## config.mk

```make
export PLATFORM = sky130hd
export DESIGN_NAME = mem_byte_sequencer
export DESIGN_NICKNAME = d
export VERILOG_FILES = /design/src/rtl/mem_byte_sequencer.sv
export SDC_FILE = /design/constraint.sdc
export NUM_CORES = 1
export LEC_CHECK = 0
export BUFFER_PORTS_ARGS = -buffer_cell sky130_fd_sc_hd__buf_4
export CAP_MARGIN = 20
export CORE_MARGIN = 3
export CORE_UTILIZATION = 25
export CTS_CLUSTER_SIZE = 24
export DETAILED_ROUTE_END_ITERATION = 7
export GPL_TIMING_DRIVEN = 0
export PLACE_DENSITY_LB_ADDON = 0.25
export SLEW_MARGIN = 20
export SYNTH_ARGS = -nofsm -noshare
export SYNTH_HDL_FRONTEND = slang
export SYNTH_SLANG_ARGS = --single-unit
```

## constraint.sdc

```tcl
create_clock -name clk -period 3.6 [get_ports clk]
set_input_delay 0.36 -clock clk [delete_from_list [all_inputs] [get_ports clk]]
set_output_delay 0.36 -clock clk [all_outputs]
set_load 0.01 [all_outputs]
```

## src/rtl/mem_byte_sequencer.sv

```systemverilog
// Byte sequencer between the CPU load/store port and a byte-wide single-cycle memory.
// Splits byte/half/word requests into little-endian byte accesses and assembles load data.
module mem_byte_sequencer #(
    parameter int ADDR_W      = 32,
    parameter bit ALIGN_CHECK = 1'b1
) (
    input  logic              clk,
    input  logic              rst,
    input  logic              req_valid,
    output logic              req_ready,
    input  logic              req_wr,
    input  logic [1:0]        req_size,
    input  logic              req_signed,
    input  logic [ADDR_W-1:0] req_addr,
    input  logic [31:0]       req_wdata,
    output logic              resp_valid,
    output logic              resp_err,
    output logic [31:0]       resp_rdata,
    output logic              mem_enable,
    output logic              mem_wr,
    output logic [ADDR_W-1:0] mem_addr,
    output logic [7:0]        mem_wdata,
    input  logic [7:0]        mem_rdata
);

    typedef enum logic [1:0] {
        IDLE   = 2'd0,
        ACCESS = 2'd1,
        RESP   = 2'd2
    } state_t;

    state_t state, state_nxt;

    logic              wr_q;
    logic              sgn_q;
    logic              err_q;
    logic [1:0]        size_q;
    logic [1:0]        k_q;
    logic [ADDR_W-1:0] base_q;
    logic [31:0]       wdata_q;
    logic [31:0]       acc_q;

    logic              hs;
    logic              illegal;
    logic              last;
    logic [1:0]        last_idx;
    logic [7:0]        wbyte;
    logic [31:0]       load_ext;

    assign req_ready = (state == IDLE) & ~rst;
    assign hs        = req_valid & req_ready;

    always_comb begin
        illegal = 1'b0;
        case (req_size)
            2'b01:   illegal = ALIGN_CHECK && req_addr[0];
            2'b10:   illegal = ALIGN_CHECK && (req_addr[1:0] != 2'b00);
            2'b11:   illegal = 1'b1;
            default: illegal = 1'b0;
        endcase
    end

    always_comb begin
        last_idx = 2'd3;
        case (size_q)
            2'b00:   last_idx = 2'd0;
            2'b01:   last_idx = 2'd1;
            default: last_idx = 2'd3;
        endcase
    end

    assign last = (k_q == last_idx);

    always_comb begin
        wbyte = wdata_q[7:0];
        case (k_q)
            2'd0: wbyte = wdata_q[7:0];
            2'd1: wbyte = wdata_q[15:8];
            2'd2: wbyte = wdata_q[23:16];
            2'd3: wbyte = wdata_q[31:24];
            default: wbyte = wdata_q[7:0];
        endcase
    end

    // Unfetched lanes are cleared at the handshake, so zero-extension is free.
    always_comb begin
        load_ext = acc_q;
        case (size_q)
            2'b00:   load_ext = sgn_q ? {{24{acc_q[7]}}, acc_q[7:0]}
                                      : {24'h0, acc_q[7:0]};
            2'b01:   load_ext = sgn_q ? {{16{acc_q[15]}}, acc_q[15:0]}
                                      : {16'h0, acc_q[15:0]};
            default: load_ext = acc_q;
        endcase
    end

    always_ff @(posedge clk or posedge rst) begin
        if (rst) state <= IDLE;
        else     state <= state_nxt;
    end

    always_comb begin
        state_nxt  = state;
        mem_enable = 1'b0;
        mem_wr     = 1'b0;
        mem_addr   = '0;
        mem_wdata  = 8'h00;
        resp_valid = 1'b0;
        resp_err   = 1'b0;
        resp_rdata = 32'h0;
        case (state)
            IDLE: begin
                if (hs) state_nxt = illegal ? RESP : ACCESS;
            end
            ACCESS: begin
                mem_enable = 1'b1;
                mem_wr     = wr_q;
                mem_addr   = base_q + {{(ADDR_W-2){1'b0}}, k_q};
                mem_wdata  = wr_q ? wbyte : 8'h00;
                if (last) state_nxt = RESP;
            end
            RESP: begin
                resp_valid = 1'b1;
                resp_err   = err_q;
                if (!err_q && !wr_q) resp_rdata = load_ext;
                state_nxt  = IDLE;
            end
            default: state_nxt = IDLE;
        endcase
    end

    always_ff @(posedge clk or posedge rst) begin
        if (rst) begin
            wr_q    <= 1'b0;
            sgn_q   <= 1'b0;
            err_q   <= 1'b0;
            size_q  <= 2'b00;
            k_q     <= 2'd0;
            base_q  <= '0;
            wdata_q <= 32'h0;
            acc_q   <= 32'h0;
        end else if (hs) begin
            wr_q    <= req_wr;
            sgn_q   <= req_signed;
            err_q   <= illegal;
            size_q  <= req_size;
            k_q     <= 2'd0;
            base_q  <= req_addr;
            wdata_q <= req_wdata;
            acc_q   <= 32'h0;
        end else if (state == ACCESS) begin
            k_q <= k_q + 2'd1;
            if (!wr_q) begin
                case (k_q)
                    2'd0: acc_q[7:0]   <= mem_rdata;
                    2'd1: acc_q[15:8]  <= mem_rdata;
                    2'd2: acc_q[23:16] <= mem_rdata;
                    2'd3: acc_q[31:24] <= mem_rdata;
                    default: acc_q     <= acc_q;
                endcase
            end
        end
    end

endmodule

```

==> impl_metrics.env, run 1 <==
export IMPL_clk_pin_slew_worst_paths_ps=80
export IMPL_period_share_pct=84.89
export IMPL_finalWorstSetupSlack_ps=544.1
export IMPL_dieArea_mm2=0.02381
export IMPL_fin_area_mm2=0.007350
export IMPL_worstSetupStartpoint="k_q[0]"
export IMPL_first_global_vias=5285
export IMPL_leakage_nw=3.588
export IMPL_vias=5389
export IMPL_yosysWarnings=0
export IMPL_globalplace_congestion=0.7922
export IMPL_post_cts_buffers=0
export IMPL_mostFrequentLayoutCell="nand2_1"
export IMPL_antenna_found_initial=0
export IMPL_hold_viol_final=0
export IMPL_clk_path_buf_depth=2
export IMPL_finalNetCount=944
export IMPL_ir_drop_mv=0.2952
export IMPL_wl_per_cell_um=16.40
export IMPL_ios=156
export IMPL_drtPass1Iterations=5
export IMPL_syn_area_per_cell_um2=7.958
export IMPL_seq_area_frac_synth_pct=47.78
export IMPL_ant_nets=0
export IMPL_grt_usage_pct=15.51
export IMPL_placed_area_mm2=0.007039
export IMPL_max_cap_violations=0
export IMPL_final_max_slew_viol_count=0
export IMPL_cts_resized=0
export IMPL_synth_cell_types=43
export IMPL_design_core_area_mm2=0.02129
export IMPL_synthToLayoutAreaGrowth_pct=33.65
export IMPL_chipHeight_um=154.3
export IMPL_ctsHtreeMaxLevel=3
export IMPL_ctsHoldBuffers=0
export IMPL_n_fill_cell=2288
export IMPL_hpwlAfterDp_um=14050
export IMPL_syn_instance_count=691
export IMPL_cp_end_kind="output port"
export IMPL_rsz0062_at_grt="no"
export IMPL_syn_area_mm2=0.005499
export IMPL_min_period_ps=3056
export IMPL_ys_flop_type="dfrtp_1"
export IMPL_cts_tree="built"
export IMPL_wl_um=18660
export IMPL_die_w_um=154.3
export IMPL_cp_data_arrival_time_ps=2700
export IMPL_synth_edff_count=0
export IMPL_clk_insertion_delay_late_ps=360
export IMPL_grt_max_degree=55
export IMPL_finalSetupViolations=0
export IMPL_cts_num_sinks=105
export IMPL_rows=53
export IMPL_ff2ff_path_depth=6
export IMPL_startpoint_type="register"
export IMPL_critical_path_class="reg -> out"
export IMPL_io_buffers=155
export IMPL_relSlewSlack_pct=56.20
export IMPL_tightest_slew_ps=657.1
export IMPL_synthArstFlopShare_pct=100.0
export IMPL_place_worst_setup_slack_ps=916.6
export IMPL_vias_per_cell=4.736
export IMPL_drtIter0Drc=331
export IMPL_grt_pass1_wl_um=29170
export IMPL_fmax_mhz=327.2
export IMPL_r2r_start="k_q[1]"
export IMPL_cts_root_buffer="clkbuf_16"
export IMPL_start_util_pct=25.83
export IMPL_critPathRequiredTime_ps=3240
export IMPL_worstPathMaxFanout=7
export IMPL_diodes=0
export IMPL_mostFrequentLayoutCells="nand2_1 (261), buf_4 (155), dfrtp_1 (105)"
export IMPL_outcome="finished, final reports clean"
export IMPL_hp_class="in -> async"
export IMPL_powerDensity_mw_per_mm2=724.2
export IMPL_hold_ws_ps=60.53
export IMPL_clock_skew_ps=6.633
export IMPL_grt_overflow=0
export IMPL_drcViolationCount=0
export IMPL_drive_gt1_share_pct=21.90
export IMPL_numCtsBuffers=9
export IMPL_synth_nets=777
export IMPL_synth_ff_latch_count=105
==> report_power, final <==
group | internal [mW] | switching, mW
Combinational | 0.789 | 1.22
Clock | 0.554 | 0.490
Sequential | 1.75 | 0.523
==> cell families (layout without fill, tap and decap cells) <==
logic type	Yosys count	after routing	share of synthesized area, %
mux	1	1	0.1820
xor+xnor	13	13	2.071
compound gates	129	129	13.20
buf+inv	64	236	4.801
simple gates	372	372	30.24
flops	105	105	47.78
fa+ha+maj	7	7	1.729
==> cell type report <==
type	count	area (µm²)	area share (%)
clock inverters	7	85.08	1.158
inverters	23	91.34	1.243
plain buffers	41	177.7	2.417
flip-flops and latches	105	2628	35.75
multi-input cells	522	2608	35.48
repair buffers	156	1191	16.21
clock buffers	9	225.2	3.064
well taps	275	344.1	4.682
==> critical path: stages, from the launching register on <==
cell,delay [ps]
dfrtp_1,480
ha_1,240
fa_1,270
and4_4,300
nand2_1,160
or4_1,530
a21oi_1,200
buf_4,150
==> Yosys cell counts (2+ instances only) <==
cell,n,area [µm²]
buf_1,5,18.77
nand2b_1,2,12.51
inv_1,23,86.33
and4_1,5,43.79
nand4_1,13,81.33
or3_1,7,43.79
nor2_1,30,112.6
or4_1,13,97.59
ha_1,6,75.07
o21ai_0,47,235.2
a21oi_1,57,285.3
xnor2_1,3,26.28
dfrtp_1,105,2628
o31ai_1,13,97.59
buf_6,2,22.52
nand3_1,9,45.04
xor2_1,10,87.58
nand2_1,261,979.7
and2_1,11,68.82
a222oi_1,8,80.08
buf_2,4,20.02
and3_1,5,31.28
nor3_1,4,20.02
clkbuf_1,29,108.9
==> stage by stage <==
step	cells	setup TNS, ps	utilization (%)	power [mW]
after floorplan	691	0	-	3.444
after global placement	1121	-114300	32.92	4.264
after detailed placement	1122	0	33.07	4.319
after CTS	1138	0	34.53	5.373
after global routing	1138	0	34.53	5.792
final	1138	0	34.53	5.322
==> routing by layer <==
metal | up-vias | part of all wire, % | GRT usage, % | wire (µm)
met5 | - | 0 | 0 | 0
met3 | 26 | 4.2 | 2.770 | 782
met1 | 2562 | 47 | 21.64 | 8835
met4 | 0 | 2.3 | 4.836 | 437
li1 | 2655 | - | - | -
met2 | 146 | 46 | 24.52 | 8606
==> sequential cells by signal (all words and copies together) (netlist names) <==
signal	count
err_q	1
state	2
wdata_q	32
k_q	2
sgn_q	1
size_q	2
wr_q	1
acc_q	32
base_q	32
==> final timing paths <==
check                                to  slack [ps]
setup reg to reg               acc_q[4]        1330
hold / removal                acc_q[12]          60
max in group asynchronous    base_q[19]        2910
min in group clk             wdata_q[3]         190
setup / recovery           mem_addr[22]         540
hold reg to reg                acc_q[1]         470
Power figures use the tool's default switching activity.
==> inputs of run 2 (changes only) <==
clock period = 2.7 ns   (was 3.6 ns; I/O delays follow)
==> run 2 against run 1 <==
  * Setup slack got worse by 480 ps
  * Clock power rose by 32%
  * Global-route usage fell by 0.27 points
  * Core utilization rose by 0.65 points
  * Register-to-register slack got worse by 870 ps
  * Count of clock-buffer cells in the layout did not move
  * Hold slack got worse by 9.2 ps
  * Critical path depth did not move
  * Critical path type unchanged
  * Sequential share of layout area fell by 0.62 points
==> impl_metrics.env, run 2 (synthesized netlist as in run 1, its figures left out) <==
export IMPL_crit_path_cell_trace="ha_4, fa_2, and4_4, nand4_4, or4_1, a21oi_2, buf_4"
export IMPL_ctsHtreeMaxLevel=3
export IMPL_grt_max_degree=30
export IMPL_die_w_um=154.3
export IMPL_setup_tns_ps=0
export IMPL_leakage_nw=3.633
export IMPL_cts_root_buffer="clkbuf_16"
export IMPL_rsz0062_at_grt="yes"
export IMPL_final_core_util_pct=35.17
export IMPL_dp_cells=1124
export IMPL_critical_path_class="reg -> out"
export IMPL_finalSetupViolations=0
export IMPL_cp_data_arrival_time_ps=2360
export IMPL_start_util_pct=25.83
export IMPL_slowest_delay_ps=510
export IMPL_cpLargestDelayFamily="simple AND/OR/NAND/NOR gates"
export IMPL_design_core_area_mm2=0.02129
export IMPL_ant_nets=0
export IMPL_cpMaxStageDelayCell="or4_1"
export IMPL_chipHeight_um=154.3
export IMPL_mostFrequentLayoutCells="nand2_1 (260), buf_4 (160), dfrtp_1 (103)"
export IMPL_cp_end_kind="output port"
export IMPL_outcome="finished, final reports clean"
export IMPL_tightest_slew_ps=702.7
export IMPL_fin_cells=1143
export IMPL_worstPathMaxFanout=5
export IMPL_hpwlAfterDp_um=13880
export IMPL_grt_usage_pct=15.24
export IMPL_vias=5387
export IMPL_mostFrequentLayoutCell="nand2_1"
export IMPL_period_share_pct=97.52
export IMPL_hold_ws_ps=51.28
export IMPL_ios=156
export IMPL_hp_class="in -> async"
export IMPL_io_buffers=155
export IMPL_clk_path_buf_depth=2
export IMPL_dieArea_mm2=0.02381
export IMPL_grt_overflow=0
export IMPL_grt_pass1_wl_um=28960
export IMPL_max_cap_violations=0
export IMPL_path_buf_inv=1
export IMPL_clk_pin_slew_worst_paths_ps=80
export IMPL_ir_drop_mv=0.3299
export IMPL_hold_viol_final=0
export IMPL_drtPass1Iterations=5
export IMPL_diodes=0
export IMPL_n_fill_cell=2275
export IMPL_drtIter0Drc=276
export IMPL_globalplace_congestion=0.7970
export IMPL_min_period_ps=2633
export IMPL_finalNetCount=949
export IMPL_numCtsBuffers=9
export IMPL_drive_gt1_share_pct=24.19
export IMPL_synthToLayoutAreaGrowth_pct=36.15
export IMPL_powerDensity_mw_per_mm2=956.2
export IMPL_wl_per_cell_um=16.16
export IMPL_rows=53
export IMPL_fmax_mhz=379.8
export IMPL_relSlewSlack_pct=53.06
export IMPL_clk_insertion_delay_late_ps=350
export IMPL_final_max_slew_viol_count=0
export IMPL_first_global_vias=5256
export IMPL_critPathRequiredTime_ps=2430
export IMPL_wl_um=18470
export IMPL_cts_tree="built"
export IMPL_cts_num_sinks=105
export IMPL_startpoint_type="register"
export IMPL_reg_largest_list="acc_q: 32 flops, base_q: 32 flops, wdata_q: 32 flops"
export IMPL_drcViolationCount=0
export IMPL_clock_skew_ps=7.571
export IMPL_antenna_found_initial=0
export IMPL_vias_per_cell=4.713
run 2: cell types whose count changed in the layout (fill, tap and decap cells not counted), moves of 2 or more:
cell	delta
buf_4	+5
buf_12	+2
clkbuf_1	-3
dfrtp_1	-2
clkinvlp_4	+2
a21oi_1	-5
clkinv_4	-3
dfrtp_2	+2
a21oi_2	+5
run 2: stage by stage:
stage / setup WS [ps] / power (mW) / cell area [µm²]
5_1_grt: -2.365 / 7.796 / 7487
3_3_place_gp: 125.4 / 5.689 / 7010
3_5_place_dp: 129.0 / 5.760 / 7078
4_1_cts: 4.149 / 7.209 / 7437
6_report: 66.88 / 7.159 / 7487
2_1_floorplan: 439.3 / 4.593 / 5503
run 2: power by group:
part / switching (mW) / internal [mW]
registers: 0.692 / 2.34
logic: 1.66 / 1.10
clock network: 0.634 / 0.739
run 2: path summary, 6_finish.rpt:
kind	startpoint	end	slack (ps)	depth (start not counted)
max in group asynchronous	rst	base_q[19]	2060	3
min in group clk	req_wdata[6]	wdata_q[6]	100	3
worst min-delay path	rst	acc_q[9]	50	2
worst max register to register	k_q[0]	acc_q[21]	460	6
worst min register to register	acc_q[0]	acc_q[0]	480	2
worst max-delay path	k_q[0]	mem_addr[28]	70	7
run 2: timing repair:
item | CTS | global route
setup buffers | 4 | 1
hold buffers | 0 | 0
setup endpoints to repair | 16 | 29
pin swaps | 1 | 1
resized for setup | 8 | 10
run 2: final cells by class:
type	count	area, µm²	share of cell area (%)
clock buffer	9	225.2	3.008
buffer	39	171.4	2.289
inverter	23	90.09	1.203
clock inverter	7	87.58	1.170
timing repair buffer	163	1269	16.95
tap	275	344.1	4.596
multi-input combinational	522	2670	35.66
sequential	105	2630	35.13
run 2: worst register-to-register path: stages (launching register included):
cell and delay, ps:
dfrtp_2 410, buf_4 150, inv_1 70, ha_1 370, a21oi_1 630, clkbuf_1 360
o21ai_0 140
run 2: layer usage:
| layer | global-route usage (%) | share of wire [%] |
|---|---|---|
| met2 | 24.65 | 47 |
| met1 | 21.27 | 48 |
| met4 | 4.500 | 1.6 |
| met3 | 2.154 | 3.9 |
| met5 | 0 | 0 |
